[src/rtl/mem_port_arbiter.sv]
// CPU/DMA single memory port arbiter: round-robin on contention, locked DMA bursts
// capped at MAX_BURST beats when the CPU waits. Define ARB_STATS_EN for stall/transfer counters.
module mem_port_arbiter #(
  parameter int MAX_BURST = 4
) (
  input  logic        clk,
  input  logic        reset,
  input  logic        cpu_req,
  input  logic        cpu_we,
  input  logic [31:0] cpu_addr,
  input  logic [31:0] cpu_wd,
  output logic        cpu_gnt,
  output logic [31:0] cpu_rd,
  output logic        cpu_stall,
  input  logic        dma_req,
  input  logic        dma_we,
  input  logic        dma_lock,
  input  logic [31:0] dma_addr,
  input  logic [31:0] dma_wd,
  output logic        dma_gnt,
  output logic [31:0] dma_rd,
  output logic        mem_we,
  output logic [31:0] mem_addr,
  output logic [31:0] mem_wd,
`ifdef ARB_STATS_EN
  input  logic        stats_clr,
  output logic [15:0] cpu_wait_cnt,
  output logic [15:0] dma_xfer_cnt,
`endif
  input  logic [31:0] mem_rd
);

  localparam logic [1:0] IDLE    = 2'd0;
  localparam logic [1:0] GNT_CPU = 2'd1;
  localparam logic [1:0] GNT_DMA = 2'd2;

  localparam logic LG_CPU = 1'b0;
  localparam logic LG_DMA = 1'b1;

  localparam logic [3:0] BURST_LIMIT = 4'(MAX_BURST);

  logic [1:0] state, state_nxt;
  logic       last_grant;
  logic [3:0] beat_cnt, beat_cnt_nxt, beats_now;

  // The granted requester owns the memory port; grants follow the live request
  always_comb begin
    cpu_gnt  = 1'b0;
    dma_gnt  = 1'b0;
    mem_we   = 1'b0;
    mem_addr = '0;
    mem_wd   = '0;
    case (state)
      GNT_CPU: begin
        cpu_gnt  = cpu_req;
        mem_we   = cpu_req & cpu_we;
        mem_addr = cpu_addr;
        mem_wd   = cpu_wd;
      end
      GNT_DMA: begin
        dma_gnt  = dma_req;
        mem_we   = dma_req & dma_we;
        mem_addr = dma_addr;
        mem_wd   = dma_wd;
      end
      default: ;
    endcase
  end

  assign cpu_stall = cpu_req & ~cpu_gnt;
  assign beats_now = beat_cnt + {3'b000, dma_req};

  always_comb begin
    state_nxt    = state;
    beat_cnt_nxt = beat_cnt;
    case (state)
      IDLE: begin
        if (cpu_req && dma_req)
          state_nxt = (last_grant == LG_DMA) ? GNT_CPU : GNT_DMA;
        else if (cpu_req)
          state_nxt = GNT_CPU;
        else if (dma_req)
          state_nxt = GNT_DMA;
        else
          state_nxt = IDLE;
      end
      GNT_CPU: state_nxt = dma_req ? GNT_DMA : IDLE;
      GNT_DMA: begin
        if (!dma_lock) begin
          state_nxt = cpu_req ? GNT_CPU : IDLE;
        end else if (beats_now == BURST_LIMIT) begin
          // Burst cap reached: hand over to a waiting CPU, otherwise start a fresh window
          beat_cnt_nxt = '0;
          if (cpu_req)
            state_nxt = GNT_CPU;
        end else begin
          beat_cnt_nxt = beats_now;
        end
      end
      default: state_nxt = IDLE;
    endcase
    if (state_nxt == GNT_DMA && state != GNT_DMA)
      beat_cnt_nxt = '0;
  end

  always_ff @(posedge clk or negedge reset) begin
    if (!reset) begin
      state      <= IDLE;
      last_grant <= LG_DMA;
      beat_cnt   <= '0;
      cpu_rd     <= '0;
      dma_rd     <= '0;
    end else begin
      state    <= state_nxt;
      beat_cnt <= beat_cnt_nxt;
      if (cpu_gnt)
        last_grant <= LG_CPU;
      else if (dma_gnt)
        last_grant <= LG_DMA;
      if (cpu_gnt && !cpu_we)
        cpu_rd <= mem_rd;
      if (dma_gnt && !dma_we)
        dma_rd <= mem_rd;
    end
  end

`ifdef ARB_STATS_EN
  always_ff @(posedge clk or negedge reset) begin
    if (!reset) begin
      cpu_wait_cnt <= '0;
      dma_xfer_cnt <= '0;
    end else if (stats_clr) begin
      cpu_wait_cnt <= '0;
      dma_xfer_cnt <= '0;
    end else begin
      if (cpu_stall && cpu_wait_cnt != 16'hFFFF)
        cpu_wait_cnt <= cpu_wait_cnt + 16'd1;
      if (dma_gnt && dma_xfer_cnt != 16'hFFFF)
        dma_xfer_cnt <= dma_xfer_cnt + 16'd1;
    end
  end
`endif

endmodule

[config.mk]
export PLATFORM = sky130hd
export DESIGN_NAME = mem_port_arbiter
export DESIGN_NICKNAME = d
export VERILOG_FILES = /design/src/rtl/mem_port_arbiter.sv
export SDC_FILE = /design/constraint.sdc
export NUM_CORES = 1
export LEC_CHECK = 0
export BUFFER_PORTS_ARGS = -buffer_cell sky130_fd_sc_hd__buf_2
export CAP_MARGIN = 20
export CORE_AREA = 2 2 115 117
export DETAILED_ROUTE_END_ITERATION = 7
export DIE_AREA = 0 0 117 119
export PLACE_DENSITY = 0.67
export SLEW_MARGIN = 0
export SYNTH_ARGS = -nofsm -noshare
export SYNTH_HDL_FRONTEND = slang
export SYNTH_SLANG_ARGS = --single-unit
[constraint.sdc]
create_clock -name clk -period 5.1 [get_ports clk]
set_input_delay 0.255 -clock clk [delete_from_list [all_inputs] [get_ports clk]]
set_output_delay 0.255 -clock clk [all_outputs]
set_load 0.005 [all_outputs]
Word-level counts from Yosys, hierarchy flattened

Cells that the tools add are included.

Output and inout port bits: 132
Flip-flop bits (word level): 71

Reduce and logical (&&, ||, !) cells: 11
Add/sub/neg operators: 1
Muxes and demuxes: 20
Bitwise logic cells: 4
Equal/unequal tests: 5

Operator list:

| kind                 | count |
|---|---|
| $pmux W32 S2         | 2 |
| $mux W4              | 4 |
| $mux W2              | 7 |
| $pmux W2 S3          | 1 |
| $reduce_bool A2 Y1   | 3 |
| $mux W1              | 5 |
| $add A4 B1 Y4        | 1 |
| $eq A2 B2 Y1 const B | 2 |
| $eq A4 B3 Y1 const B | 1 |
| $logic_and A1 B1 Y1  | 4 |
| $and A1 B1 Y1        | 3 |
| $eq A2 B1 Y1 const B | 1 |
| $logic_not A1 Y1     | 2 |
| $logic_not A2 Y1     | 1 |
| $ne A2 B2 Y1 const B | 1 |
| $pmux W1 S2          | 1 |
| $reduce_and A2 Y1    | 1 |
| $not A1 Y1           | 1 |

Depth between registers and ports, before layout

Gate-level depths: netlist (run 1).

Depth after elaboration: 9
Gate-level depth with buffers: 8
Depth with buffers taken out: 6

Worst setup path after synthesis (run 1)

No wires, ideal clock.

Path type: flip-flop to flip-flop
Start: register state[0]
End: register dma_rd[0]
Library setup time: 125 ps
Stages on the path, launching flop included: 9
Arrival: 1577 ps
Buffers on the path: 3
Setup slack: 3398 ps
Clock period less this slack: 1702 ps
Path through: dfrtp_1 inv_1 ha_1 buf_4 and2_4 nand2b_1 buf_2 buf_6 mux2_4

Word-level cells in the longest chain between the ends: 3

RTL lines:

| item                     | RTL line | RTL |
|---|---|---|
| start: declaration       | 42       | `logic [1:0] state, state_nxt;` |
| start signal: assignment | 114      | `state <= state_nxt;` |
| $eq A2 B2 Y1             | 53       | `case (state)` |
| $mux W1                  | 53       |  |
| named net dma_gnt        | 20       | `output logic dma_gnt,` |
| $logic_and A1 B1 Y1      | 122      | `if (dma_gnt && !dma_we)` |
| end signal: assignment   | 123      | `dma_rd <= mem_rd;` |
| end: declaration         | 21       | `output logic [31:0] dma_rd,` |

The timed path passes the listed nets, and every way through them passes these cells.
A chain may end at the register's enable or synchronous reset.

Final worst setup path (run 1)

Start: register state[0]
End: output mem_addr[9]

Word-level cells in the longest chain between the ends: 2

RTL lines:

| item                                         | RTL line | RTL |
|---|---|---|
| $eq A2 B2 Y1 or $eq A2 B1 Y1 (tied branches) | 53       |  |
| $pmux W32 S2 *                               | 53       |  |
| end: declaration                             | 23       | `output logic [31:0] mem_addr,` |

Mark *: on every way between the ends. The rest lies on a longest branch, timed or not.

==> flow_summary.ini, run 1 <==
[cts]
cts.path.max_buffers = 2
cts_sinks = 71
cts_hold_buffers = 0
htreeDepth = 3
cts_setup_buffers = 0
clock_latency_ns = 0.32
cts_tree = done
cts_root_buf = clkbuf_16
cts-buffers-inserted = 9
clkSlewWorstSetupHoldPaths_ns = 0.06
cts_resized = 0

[layout]
area_growth_pct = 46.65
fin_util = 0.4742
drive_above_1_share = 0.6150
nets = 807
layout_commonest_cell = buf_2
diodes = 0
layout_common_cells = buf_2 (298), dfrtp_1 (70), a22oi_1 (64), nor2b_1 (64), mux2_4 (60)
fillers = 1161

[pwr]
power_mw = 3.251
power_frac_seq = 0.306
powerDensity_mw_per_mm2 = 532.5
peakVddDrop_mv = 0.1630
share_comb_of_total_power = 0.485
swShare = 0.3346
power.internal_mw = 2.163
p_sw_mw = 1.088
p_clk_frac = 0.209
power_leakage_nw = 3.284

[worst_setup_path]
cp.required_ns = 4.85
critPathMaxStageDelay_ns = 0.56
cp_max_fo = 70
end_kind = output pin
slowest_stage = buf_4
path_class = reg2out
arrival_ns = 2.33
start_kind = flop
critical_path_buf_inv_count = 3
critPathTopFamily = buffers and inverters
cp_cell_sequence = inv_1 -> ha_2 -> buf_4 -> a22oi_1 -> nor2b_1 -> buf_2

[logic_synthesis]
syn_area_mm2 = 0.004163
ys_types = 33
synth-seq-cells = 71
yosys_warnings = 0
synthXorXnorAreaFrac = 0.004208
synth_nets = 522
ys_seq_area_frac = 0.4271
synthAdderAreaFrac = 0.01803
syn_area_per_cell_um2 = 11.93
synth_top_family_by_area = multiplexers
synth-simple-area-share = 0.1371
synth-edff-count = 0
synth-compound-area-share = 0.1380
muxShareOfSynthArea = 0.2296
synthFlopType = dfrtp_1
async_flop_share = 1.000
netlist_instances = 349

[timing]
finalCritPeriodShare = 0.5073
rsz0062_at_grt = no
setup_tns_ns = 0
fmaxAchievable_ghz = 0.3865
fin_crit_ns = 2.587
fin_ws_ns = 2.513
worst_pin_slew_ns = 0.9058
holdWs_ns = 0.1434
relSlewSlack = 0.3962
finClkSkew_ns = 0.002949
slew_viol_final = 0
setup_viol = 0
hold_viol_final = 0

[drt]
wl_per_cell_um = 17.17
vias = 3947
vias_per_cell = 4.843
firstDrtPassIters = 5
drc = 0
drtAntennaViolNets = 0
wl_mm = 14.00
drt-initial-drc-count = 207

[floorplanning]
io-pin-count = 299
die_h_um = 119
dieArea_mm2 = 0.01392
start_util = 0.3233
core_mm2 = 0.01287
num_rows = 42
die_w_um = 117

[status]
outcome = complete, no violations

[grt]
grt_max_degree = 72
use_met3 = 0.05089
overflow = 0
grt_pass1_vias = 3829
use_met2 = 0.3150
grt-busiest-layer = met2
grt_antenna_before_repair = 2
grt_pass1_wl_mm = 20.29
grtUsageTotal = 0.1889
met1_usage = 0.2428

[placement]
port_buffers = 298
dp_hpwl_mm = 10.98
place_congestion = 0.8335
pre_cts_ws_ns = 2.304

[min_path]
hp-class = in2async

[flow_run]
drv_cap = 0
-- layer usage --
metal	up-vias	share of wire
met4	2	0.0086
li1	1830	-
met2	210	0.48
met1	1893	0.42
met3	12	0.086
met5	-	0.00093
-- power groups by stage --
stage / logic (mW) / registers (mW) / clock network, mW
after floorplan: 0.941 / 1.00 / 0
after global placement: 1.54 / 0.984 / 0
after detailed placement: 1.58 / 0.996 / 0
after CTS: 1.59 / 0.995 / 0.700
after global routing: 1.72 / 1.03 / 0.725
final: 1.58 / 0.996 / 0.679
-- worst reg2reg max path, stage by stage (launching register included) --
cell and delay (ns):
dfrtp_1 0.41, inv_1 0.11, ha_2 0.17, buf_4 0.51, and2_4 0.30, nand2b_2 0.18, buf_12 0.24, mux2_4 0.35
-- final timing paths --
check,from,end,slack [ns],cells past startpoint
worst max register to register,state[1],cpu_rd[22],2.71,7
worst max-delay path,state[0],mem_addr[9],2.51,6
worst min register to register,cpu_rd[0],cpu_rd[0],0.50,1
max in group asynchronous,reset,beat_cnt[0],4.37,2
worst min-delay path,reset,dma_rd[13],0.14,2
min in group clk,mem_rd[16],cpu_rd[16],0.18,2
-- area by class of cell --
cell class	instances	area, µm²	area share
Clock buffer	10	239.0	0.03915
Clock inverter	6	91.34	0.01496
Multi-Input combinational cell	245	2203	0.3609
Timing Repair Buffer	304	1562	0.2558
Sequential cell	71	1778	0.2912
Tap cell	176	220.2	0.03607
Inverter	3	11.26	0.001845
-- cell usage after synthesis, types with 3 or more instances --
| library cell | count | area, µm² |
|---|---|---|
| mux2_2 | 4 | 45.04 |
| clkbuf_1 | 13 | 48.80 |
| mux2_4 | 60 | 900.9 |
| nor2b_1 | 64 | 400.4 |
| a22oi_1 | 64 | 480.5 |
| a21oi_1 | 4 | 20.02 |
| nor2_1 | 8 | 30.03 |
| buf_6 | 7 | 78.83 |
| nand2_1 | 9 | 33.78 |
| inv_1 | 3 | 11.26 |
| ha_1 | 6 | 75.07 |
| dfrtp_1 | 70 | 1752 |
| buf_2 | 9 | 45.04 |
| nand3_1 | 3 | 15.01 |
-- state kept, by name, summed over array words and instances (netlist names) --
| register | cells |
|---|---|
| beat_cnt | 4 |
| cpu_rd | 32 |
| dma_rd | 32 |
| last_grant | 1 |
| state | 2 |
-- through the flow --
| step | cells | area [µm²] |
|---|---|---|
| after CTS | 814 | 6085 |
| after floorplan | 349 | 4163 |
| final | 815 | 6105 |
| after detailed placement | 798 | 5754 |
| after global placement | 797 | 5734 |
| after global routing | 815 | 6105 |
-- cells by family after synthesis --
group / count (synthesis)
xor gates and xnor gates: 2
AOI/OAI and AO/OA: 77
muxes: 65
adders and majority gates: 6
DFF: 71
and+or+nand+nor: 95
buffers and inverters: 33
(Power assumes the default switching activity.)
==> run 2, diff against run 1 <==
- CORE_AREA: 2 2 115 117 -> 2 2 117 119
- DIE_AREA: 0 0 117 119 -> 0 0 119 121
- PLACE_DENSITY: 0.67 -> default
- clock period: 5.1 -> 2.58 ns (I/O delays scaled with it)
==> run 2 against run 1 <==
Net effect: register-to-register slack got worse by 1.8 ns; critical path depth unchanged; critical endpoint is now mem_addr[20]; highest routed layer is now met4; utilization shrank 1.2 points; critical path type unchanged; combinational power rose by 97%; largest cell class unchanged.
==> flow_summary.ini, run 2 (synthesis gave the netlist of run 1 again) <==
[drt]
wl_mm = 13.99
wl_per_cell_um = 17.19
firstDrtPassIters = 4
vias_per_cell = 4.780
drc = 0
vias = 3891
drtAntennaViolNets = 0
drt-initial-drc-count = 244

[cts]
htreeDepth = 3
clock_latency_ns = 0.33
cts_tree = done
cts_resized = 0
cts_setup_buffers = 0
cts_hold_buffers = 0
cts-buffers-inserted = 9
cts.path.max_buffers = 2
clkSlewWorstSetupHoldPaths_ns = 0.05
cts_root_buf = clkbuf_16
cts_sinks = 71

[timing]
rsz0062_at_grt = no
finClkSkew_ns = 0.006141
finalCritPeriodShare = 0.8993
fmaxAchievable_ghz = 0.4310
slew_viol_final = 0
fin_crit_ns = 2.320
hold_viol_final = 0
setup_viol = 0
relSlewSlack = 0.4046
worst_pin_slew_ns = 0.8932
setup_tns_ns = 0

[pwr]
powerDensity_mw_per_mm2 = 1019
power_leakage_nw = 3.256
peakVddDrop_mv = 0.3579

[worst_setup_path]
end_kind = output pin
path_class = reg2out
cp.required_ns = 2.45
slowest_stage = buf_4
start_kind = flop
arrival_ns = 2.19
critPathLaunch = state[1]
critPathMaxStageDelay_ns = 0.52
cp_max_fo = 64
regToRegStartpoint = state[1]
critical_path_buf_inv_count = 3
critPathTopFamily = buffers and inverters
cp_cell_sequence = inv_1 -> ha_2 -> buf_4 -> a22oi_1 -> nor2b_1 -> buf_2
reg2reg_setup_slack_ns = 0.87

[placement]
place_congestion = 0.8580
port_buffers = 298
dp_hpwl_mm = 10.96
dpl_cell_area_mm2 = 0.005787

[min_path]
hp-class = in2async

[grt]
grt_antenna_before_repair = 0
grtUsageTotal = 0.1869
grt_pass1_wl_mm = 21.15
grt_max_degree = 72
grt_pass1_vias = 3895
overflow = 0

[floorplanning]
core_mm2 = 0.01309
die_w_um = 119
io-pin-count = 299
die_h_um = 121
num_rows = 42
start_util = 0.3181
dieArea_mm2 = 0.01440

[layout]
area_growth_pct = 45.39
top_regs = cpu_rd (32), dma_rd (32), beat_cnt (4)
layout_commonest_cell = buf_2
drive_above_1_share = 0.6129
nets = 807
fillers = 1279
ff_latch_area_mm2 = 0.001778
diodes = 0
layout_common_cells = buf_2 (298), dfrtp_1 (70), a22oi_1 (64), nor2b_1 (64), mux2_4 (60)
design_area_mm2 = 0.006052
multi_input_area_mm2 = 0.002203

[flow_run]
drv_cap = 0

[status]
outcome = complete, no violations
run 2: cell count changes in the layout (fill, tap and decap cells not counted), sizes merged:
cell,previous run,this run
clkinvlp,0,1
inv,4,3
clkbuf,10,11
bufinv,2,0
run 2: final cells by class:
class	count	area share
multi-input combinational	245	0.3641
sequential	71	0.2938
timing repair buffer	304	0.2601
clock buffer	11	0.04011
tap	176	0.03639
clock inverter	4	0.003721
inverter	3	0.001861
run 2: report_power, final:
part           internal, mW  leakage, nW  switching, mW  total [mW]
clock                 0.666        0.131          0.442        1.11
sequential             1.65        0.867          0.297        1.95
combinational          1.77         2.26           1.34        3.11
run 2: stage by stage:
step	total power, mW	util	setup WS (ns)	hold WS (ns)	std cells
after floorplan	3.844	-	0.8778	-0.1666	349
after global placement	5.016	0.4422	0.6712	0.3752	799
after detailed placement	5.087	0.4422	0.5958	0.3793	799
after CTS	6.229	0.4625	0.2402	0.03031	814
after global routing	6.573	0.4625	0.1087	0.03873	814
final	6.170	0.4625	0.2598	0.01716	814
run 2: final timing paths:
check                                to  depth (start not counted)
setup / recovery           mem_addr[20]                          6
hold / removal               cpu_rd[12]                          2
max in group asynchronous    cpu_rd[11]                          2
setup reg to reg            beat_cnt[2]                          6
min in group clk             dma_rd[29]                          2
hold reg to reg              cpu_rd[18]                          1
run 2: metal layers:
metal	global-route usage	vias to the layer above	part of all wire
met3	0.04746	18	0.079
met4	0.05729	0	0.019
met2	0.3254	189	0.50
li1	-	1829	-
met1	0.2272	1855	0.40
met5	0	-	0
